## config.mk

```make
export PLATFORM = sky130hd
export DESIGN_NAME = mem_access_ctrl
export DESIGN_NICKNAME = d
export VERILOG_FILES = /design/src/rtl/mem_access_ctrl_pkg.sv /design/src/rtl/mem_access_ctrl_wait_counter.sv /design/src/rtl/mem_access_ctrl.sv
export SDC_FILE = /design/constraint.sdc
export NUM_CORES = 1
export LEC_CHECK = 0
export ABC_CLOCK_PERIOD_IN_PS = 1700
export CAP_MARGIN = 30
export CORE_ASPECT_RATIO = 1.2
export CORE_UTILIZATION = 44
export DETAILED_ROUTE_END_ITERATION = 12
export PLACE_DENSITY = 0.82
export SYNTH_ARGS = -nofsm -noshare
export SYNTH_HDL_FRONTEND = slang
export SYNTH_HIERARCHICAL = 1
export SYNTH_SLANG_ARGS = --single-unit
```

## constraint.sdc

```tcl
create_clock -name clock -period 1.7 [get_ports clock]
set_clock_uncertainty 0.1 [all_clocks]
set_input_delay 0.34 -clock clock [delete_from_list [all_inputs] [get_ports clock]]
set_output_delay 0.34 -clock clock [all_outputs]
set_load 0.005 [all_outputs]
```

## src/rtl/mem_access_ctrl_pkg.sv

```systemverilog
// Shared definitions for the memory access controller: state encoding and
// default timing constants.
package mem_access_ctrl_pkg;

  typedef enum logic [2:0] {
    IDLE    = 3'd0,
    ADDR    = 3'd1,
    RD_WAIT = 3'd2,
    RD_CAP  = 3'd3,
    WR_WAIT = 3'd4,
    FIN     = 3'd5,
    ABORT   = 3'd6
  } mac_state_e;

  localparam int unsigned DEFAULT_TIMEOUT = 15;
  localparam int unsigned DEFAULT_CNT_W   = 8;

endpackage

```

## src/rtl/mem_access_ctrl_wait_counter.sv

```systemverilog
// Wait-cycle counter: synchronous clear, increment enable, terminal-count flag.
module wait_counter #(
  parameter int unsigned CNT_W    = 8,
  parameter int unsigned TERMINAL = 14
) (
  input  logic clock,
  input  logic clear,
  input  logic cnt_clr,
  input  logic cnt_en,
  output logic tc
);

  localparam logic [CNT_W-1:0] TC_VAL = CNT_W'(TERMINAL);

  logic [CNT_W-1:0] count;

  always_ff @(posedge clock or negedge clear) begin
    if (!clear) begin
      count <= '0;
    end else if (cnt_clr) begin
      count <= '0;
    end else if (cnt_en) begin
      count <= count + 1'b1;
    end
  end

  assign tc = (count == TC_VAL);

endmodule

```

## src/rtl/mem_access_ctrl.sv

```systemverilog
// Memory access sequencer: drives MAR/MDR load enables and memory strobes for
// one read or write per request, with a bounded wait for mem_ready.
module mem_access_ctrl
  import mem_access_ctrl_pkg::*;
#(
  parameter int unsigned TIMEOUT = DEFAULT_TIMEOUT,
  parameter int unsigned CNT_W   = DEFAULT_CNT_W
) (
  input  logic clock,
  input  logic clear,
  input  logic rd_req,
  input  logic wr_req,
  input  logic mem_ready,
  output logic MARin,
  output logic MDRin,
  output logic Read,
  output logic mem_rd,
  output logic mem_wr,
  output logic busy,
  output logic done,
  output logic timeout
);

  mac_state_e state, state_nxt;
  logic       op_rd;
  logic       in_wait;
  logic       cnt_tc;

  assign in_wait = (state == RD_WAIT) || (state == WR_WAIT);

  wait_counter #(
    .CNT_W    (CNT_W),
    .TERMINAL (TIMEOUT - 1)
  ) u_wait_counter (
    .clock   (clock),
    .clear   (clear),
    .cnt_clr (state == ADDR),
    .cnt_en  (in_wait && !mem_ready),
    .tc      (cnt_tc)
  );

  always_ff @(posedge clock or negedge clear) begin
    if (!clear) begin
      state <= IDLE;
      op_rd <= 1'b1;
    end else begin
      state <= state_nxt;
      if (state == IDLE && (rd_req || wr_req)) begin
        op_rd <= rd_req;
      end
    end
  end

  // mem_ready is tested before the terminal count so a late ready still completes
  always_comb begin
    state_nxt = state;
    unique case (state)
      IDLE:    if (rd_req || wr_req) state_nxt = ADDR;
      ADDR:    state_nxt = op_rd ? RD_WAIT : WR_WAIT;
      RD_WAIT: begin
        if (mem_ready)   state_nxt = RD_CAP;
        else if (cnt_tc) state_nxt = ABORT;
      end
      WR_WAIT: begin
        if (mem_ready)   state_nxt = FIN;
        else if (cnt_tc) state_nxt = ABORT;
      end
      RD_CAP:  state_nxt = FIN;
      FIN:     state_nxt = IDLE;
      ABORT:   state_nxt = IDLE;
      default: state_nxt = IDLE;
    endcase
  end

  always_comb begin
    MARin   = 1'b0;
    MDRin   = 1'b0;
    Read    = 1'b0;
    mem_rd  = 1'b0;
    mem_wr  = 1'b0;
    done    = 1'b0;
    timeout = 1'b0;
    busy    = (state != IDLE);
    unique case (state)
      ADDR:    MARin = 1'b1;
      RD_WAIT: begin
        mem_rd = 1'b1;
        Read   = 1'b1;
      end
      RD_CAP:  begin
        MDRin = 1'b1;
        Read  = 1'b1;
      end
      WR_WAIT: mem_wr  = 1'b1;
      FIN:     done    = 1'b1;
      ABORT:   timeout = 1'b1;
      default: ;
    endcase
  end

endmodule

```

# Word-level counts from Yosys, hierarchy flattened
# Cells that the tools add are included.
word_totals:
  register_bits: 12
  latchBits: 0
  ram_bits: 0
  rom_bits: 0
  input_bits: 5
  out_inout_bits: 8
  wordCells: 36
  n_memories: 0
op_classes:
  add_sub_neg: 1
  multipliers: 0
  div: 0
  magnitude_cmp: 0
  n_eq_ne: 8
  shifts: 0
  n_mux: 15
  bitwise: 0
  n_reduce_logical: 9
op_table:
  columns: ["op", "count"]
  rows:
  - ["8-bit 2-to-1 mux", 2]
  - ["3-bit 2-to-1 mux", 5]
  - ["3-bit one-hot mux with 5 select lines", 1]
  - ["3-bit equality test, second input constant", 3]
  - ["8-bit by 1-bit adder with 8-bit output, second input constant", 1]
  - ["8-bit by 4-bit equality test with 1-bit output, second input constant", 1]
  - ["1-bit 2-to-1 mux", 7]
  - ["3-bit by 2-bit equality test with 1-bit output, second input constant", 2]
  - ["3-bit by 1-bit equality test with 1-bit output, second input constant", 1]
  - ["3-bit logical NOT", 1]
  - ["3-bit nonzero test", 1]
  - ["1-bit logical AND", 2]
  - ["1-bit logical OR", 2]
  - ["2-bit by 1-bit inequality test with 1-bit output, second input constant", 1]
  - ["2-bit nonzero test", 1]
  - ["2-bit OR reduction", 1]
  - ["1-bit logical NOT", 1]

# Depth between registers and ports, before layout
logic_depth:
  depth_word: 5
  mapped_depth: 7
  ltp_nobuf: 7

# By module
# The synthesis kept the hierarchy.
by_module_without_submodules:
  columns: ["mod", "n_inst", "cells_each", "area_per_inst_um2", "seq_area_each_um2"]
  rows:
  - ["wait_counter", 1, 42, 426.7, 200.2]
  - ["mem_access_ctrl", 1, 34, 275.3, 101.3]

# Worst setup path before layout
# Ideal clock, no wire load.
synth_timing:
  kind: "register -> register"
  from: "register state[0]"
  to: "register u_wait_counter.count[7]"
  setup_time_ps: 77
  arrival_ps: 1808
  required_time_ps: 1523
  path_slack_ps: -285
  stages_incl_launch_ff: 7
  path_buffers: 2
  period_less_slack_ps: 1985
  cell_sequence: "dfrtp_1 -> buf_2 -> nor3b_1 -> buf_6 -> o21ai_0 -> or4_1 -> a21oi_1"
synth_via:
  elab_chain_len: 4
  word_cells_on_any_way: 7
  cone_classes: "eq/ne: 3; mux: 1; reduce/logical: 3"
synth_lines:
  columns: ["element", "line_no", "text"]
  rows:
  - ["from (decl)", "mem_access_ctrl.sv:24", "mac_state_e state, state_nxt;"]
  - ["from (signal assigned)", "mem_access_ctrl.sv:47", "state <= state_nxt;"]
  - ["3-bit by 2-bit equality test with 1-bit output / 3-bit equality test (equally long branches)", "mem_access_ctrl.sv:29", "assign in_wait = (state == RD_WAIT) || (state == WR_WAIT);"]
  - ["1-bit logical OR", "mem_access_ctrl.sv:29", null]
  - ["1-bit logical AND", "mem_access_ctrl.sv:38", ".cnt_en (in_wait && !mem_ready),"]
  - ["2-bit nonzero test (no source line)", null, null]
  - ["to (signal assigned)", "mem_access_ctrl_wait_counter.sv:23", "count <= count + 1'b1;"]
  - ["to (decl)", "mem_access_ctrl_wait_counter.sv:15", "logic [CNT_W-1:0] count;"]
# Parallel ways exist; a longest one is shown, timed or not.
# A chain may end at the register's enable or synchronous reset.

# Worst setup path in the final report
layout_timing:
  from: "register state[2]"
  to: "register u_wait_counter.count[6]"
# Same word-level chain as after synthesis.

==> flow_metrics.py <==
metrics = {
    "global_route": {
        "grt_max_degree": 13,
        "grt_util_all_layers_pct": 36.0,
        "grt-ovfl-total": 0,
        "grt_pass1_vias": 831,
        "grt_pass1_wl_um": 4020,
        "antenna_found_initial": 0,
    },
    "final_layout": {
        "n_antenna_cell": 0,
        "area_growth_pct": 72.5,
        "fin_nets": 130,
        "multi_input_area_um2": 443,
        "layout_commonest_cell": "buf_4",
        "register_area_um2": 305,
        "final_area_um2": 1210,
        "final_cells": 139,
        "final_layout_size_suffix_gt1_share_pct": 57.4,
        "final_cell_mix": "26 x buf_4, 8 x dfrtp_1, 7 x nor2_1, 7 x buf_6, 5 x inv_1",
        "num-fill-cells": 83,
    },
    "sta": {
        "slew_viol_final": 0,
        "tightest_slew_ns": 0.542,
        "holdWs_ns": 0.294,
        "hold_viol_final": 0,
        "fin_setup_tns_ns": -1.60,
        "rsz0062_at_grt": "yes",
        "setup_viol": 15,
        "fin_ws_ns": -0.246,
        "period_share_pct": 114,
        "fmaxAchievable_mhz": 514,
        "period_minus_slack_ns": 1.95,
        "relSlewSlack_pct": 63.8,
    },
    "pwr": {
        "ir_drop_v": 0.000984,
        "total_power_mw": 1.93,
        "p_leak_nw": 0.563,
        "powerDensity_nw_per_um2": 1590,
    },
    "routing": {
        "num_vias": 819,
        "drt-initial-drc-count": 29,
        "totalWireLength_um": 2760,
        "dr.pass1.iters": 5,
        "vias_per_cell": 5.89,
        "wl_per_cell_um": 19.8,
        "drc": 0,
        "ant_nets": 0,
    },
    "logic_synthesis": {
        "synth_area_um2": 702,
        "yosys_register_bits": 12,
        "avgSynthCellArea_um2": 9.24,
        "syn_nets": 83,
        "synth_cells": 76,
        "yosys_warnings": 6,
        "ys_types": 29,
        "synth-edff-count": 0,
        "synth-async-reset-ratio_pct": 100,
        "synthFlopType": "dfrtp_1",
        "synth_seq_area_share_pct": 43.0,
    },
    "placed_design": {
        "numPortBuffers": 12,
        "place_congestion": 0.872,
        "placedInstanceArea_um2": 948,
        "place_inst": 117,
        "dp_hpwl_um": 1190,
    },
    "die": {
        "initial_core_util_pct": 47.9,
        "dieArea_um2": 1760,
        "die_w_um": 38.5,
        "rows": 15,
        "ios": 13,
        "core-area_um2": 1460,
        "die_h_um": 45.8,
    },
    "worst_hold_path": {
        "min_path_type": "input port to async pin",
    },
    "setup_path": {
        "path_cells": "buf_6 -> buf_6 -> xnor2_2 -> nor3_1 -> buf_4 -> o21ai_4 -> or4_1 -> a21oi_1",
        "worstPathRequired_ns": 1.82,
        "cp_max_fo": 4,
        "arrival_ns": 2.07,
        "slowest_stage": "dfrtp_2",
        "critPathLaunchType": "register",
        "endpoint_kind": "register",
        "cpMostUsedCell": "buf_6",
        "path_class": "register to register",
        "max_stage_delay_ns": 0.45,
    },
    "clocking": {
        "htreeDepth": 1,
        "clk_latency_ns": 0.29,
        "clk_pin_slew_ns": 0.09,
        "cts_buffers": 3,
        "cts_tree": "built",
        "postCtsHoldBufs": 0,
        "clockBufferDepth": 2,
        "root_buffer": "clkbuf_4",
        "cts.sinks": 12,
    },
    "outcome": {
        "violations": "setup timing",
        "run_status": "finished, violations left",
    },
    "job": {
        "drv_cap": 0,
    },
}
-- repair_timing --
| action | 4_1_cts | 5_1_grt |
|---|---|---|
| endpoints found under the hold margin | 0 | 0 |
| gates resized for setup | 52 | 9 |
| endpoints found under the setup margin | 11 | 18 |
| pin swaps | 10 | 5 |
| buffers inserted | 16 | 3 |
-- worst max-delay path, delay by kind of cell, from the launching register on --
family                    cells  cell delay (ns)
AOI/OAI and AO/OA             2             0.20
xor gates and xnor gates      1             0.12
buffers and inverters         3             0.40
DFF                           1             0.45
and+or+nand+nor               2             0.61
-- logic make-up (layout without fill, tap and decap cells) --
family	after synthesis	in the layout	share of synthesized area [%]
AND/OR/NAND/NOR	31	31	25.7
AO/OA/AOI/OAI	15	15	12.8
flip-flops	12	12	43.0
XOR/XNOR	5	5	6.24
adder cells (fa/ha/maj)	2	2	3.56
buffers and inverters	11	57	8.73
-- per-layer routing --
layer | track usage [%] | part of all wire (%)
met5 | 0 | 0
met4 | 22.8 | 3.1
met1 | 42.5 | 39
met2 | 58.6 | 51
met3 | 7.35 | 6.6
-- final timing paths --
kind | to | slack (ns) | from | depth (start not counted)
worst max-delay path | u_wait_counter/count[6] | -0.25 | state[2] | 8
worst min-delay path | u_wait_counter/count[5] | 0.29 | clear | 1
worst max register to register | u_wait_counter/count[6] | -0.25 | state[2] | 8
min in group clock | op_rd | 0.48 | op_rd | 1
max in group asynchronous | state[2] | 0.82 | clear | 1
worst min register to register | op_rd | 0.48 | op_rd | 1
-- Yosys cell counts (2+ instances only) --
cell type | instances | area, um2
nand3_1 | 3 | 15.0
dfrtp_1 | 11 | 275
nand2_1 | 4 | 15.0
a31oi_1 | 2 | 12.5
nor2_1 | 7 | 26.3
nand4_1 | 2 | 12.5
or4_1 | 3 | 22.5
xor2_1 | 3 | 26.3
inv_1 | 7 | 26.3
buf_6 | 2 | 22.5
o31ai_1 | 2 | 15.0
o21ai_0 | 4 | 20.0
nor3_1 | 2 | 10.0
ha_1 | 2 | 25.0
a21oi_1 | 4 | 20.0
nor3b_1 | 4 | 30.0
xnor2_1 | 2 | 17.5
-- flip-flops by register name, indices dropped and copies added, names as in the netlist --
signal,count
op_rd,1
state,3
u_wait_counter/count,8
-- report_power, final --
part	internal, mW	leakage, nW	switching [mW]
clock network	0.131	0.0210	0.114
registers	0.368	0.155	0.0906
logic	0.697	0.387	0.527
-- through the flow --
step	worst slack, ns	util, %
floorplan	-0.0126	-
global placement	-0.219	64.8
detailed placement	-0.279	64.8
CTS	-0.220	81.5
global route	-0.279	82.7
finish	-0.246	82.7
-- final cells by class --
cell class	instances	area share [%]
Sequential cell	12	25.2
Clock buffer	4	3.00
Tap cell	17	1.76
Multi-Input combinational cell	53	36.6
Timing Repair Buffer	46	30.9
Inverter	7	2.58
(Power assumes the default switching activity.)
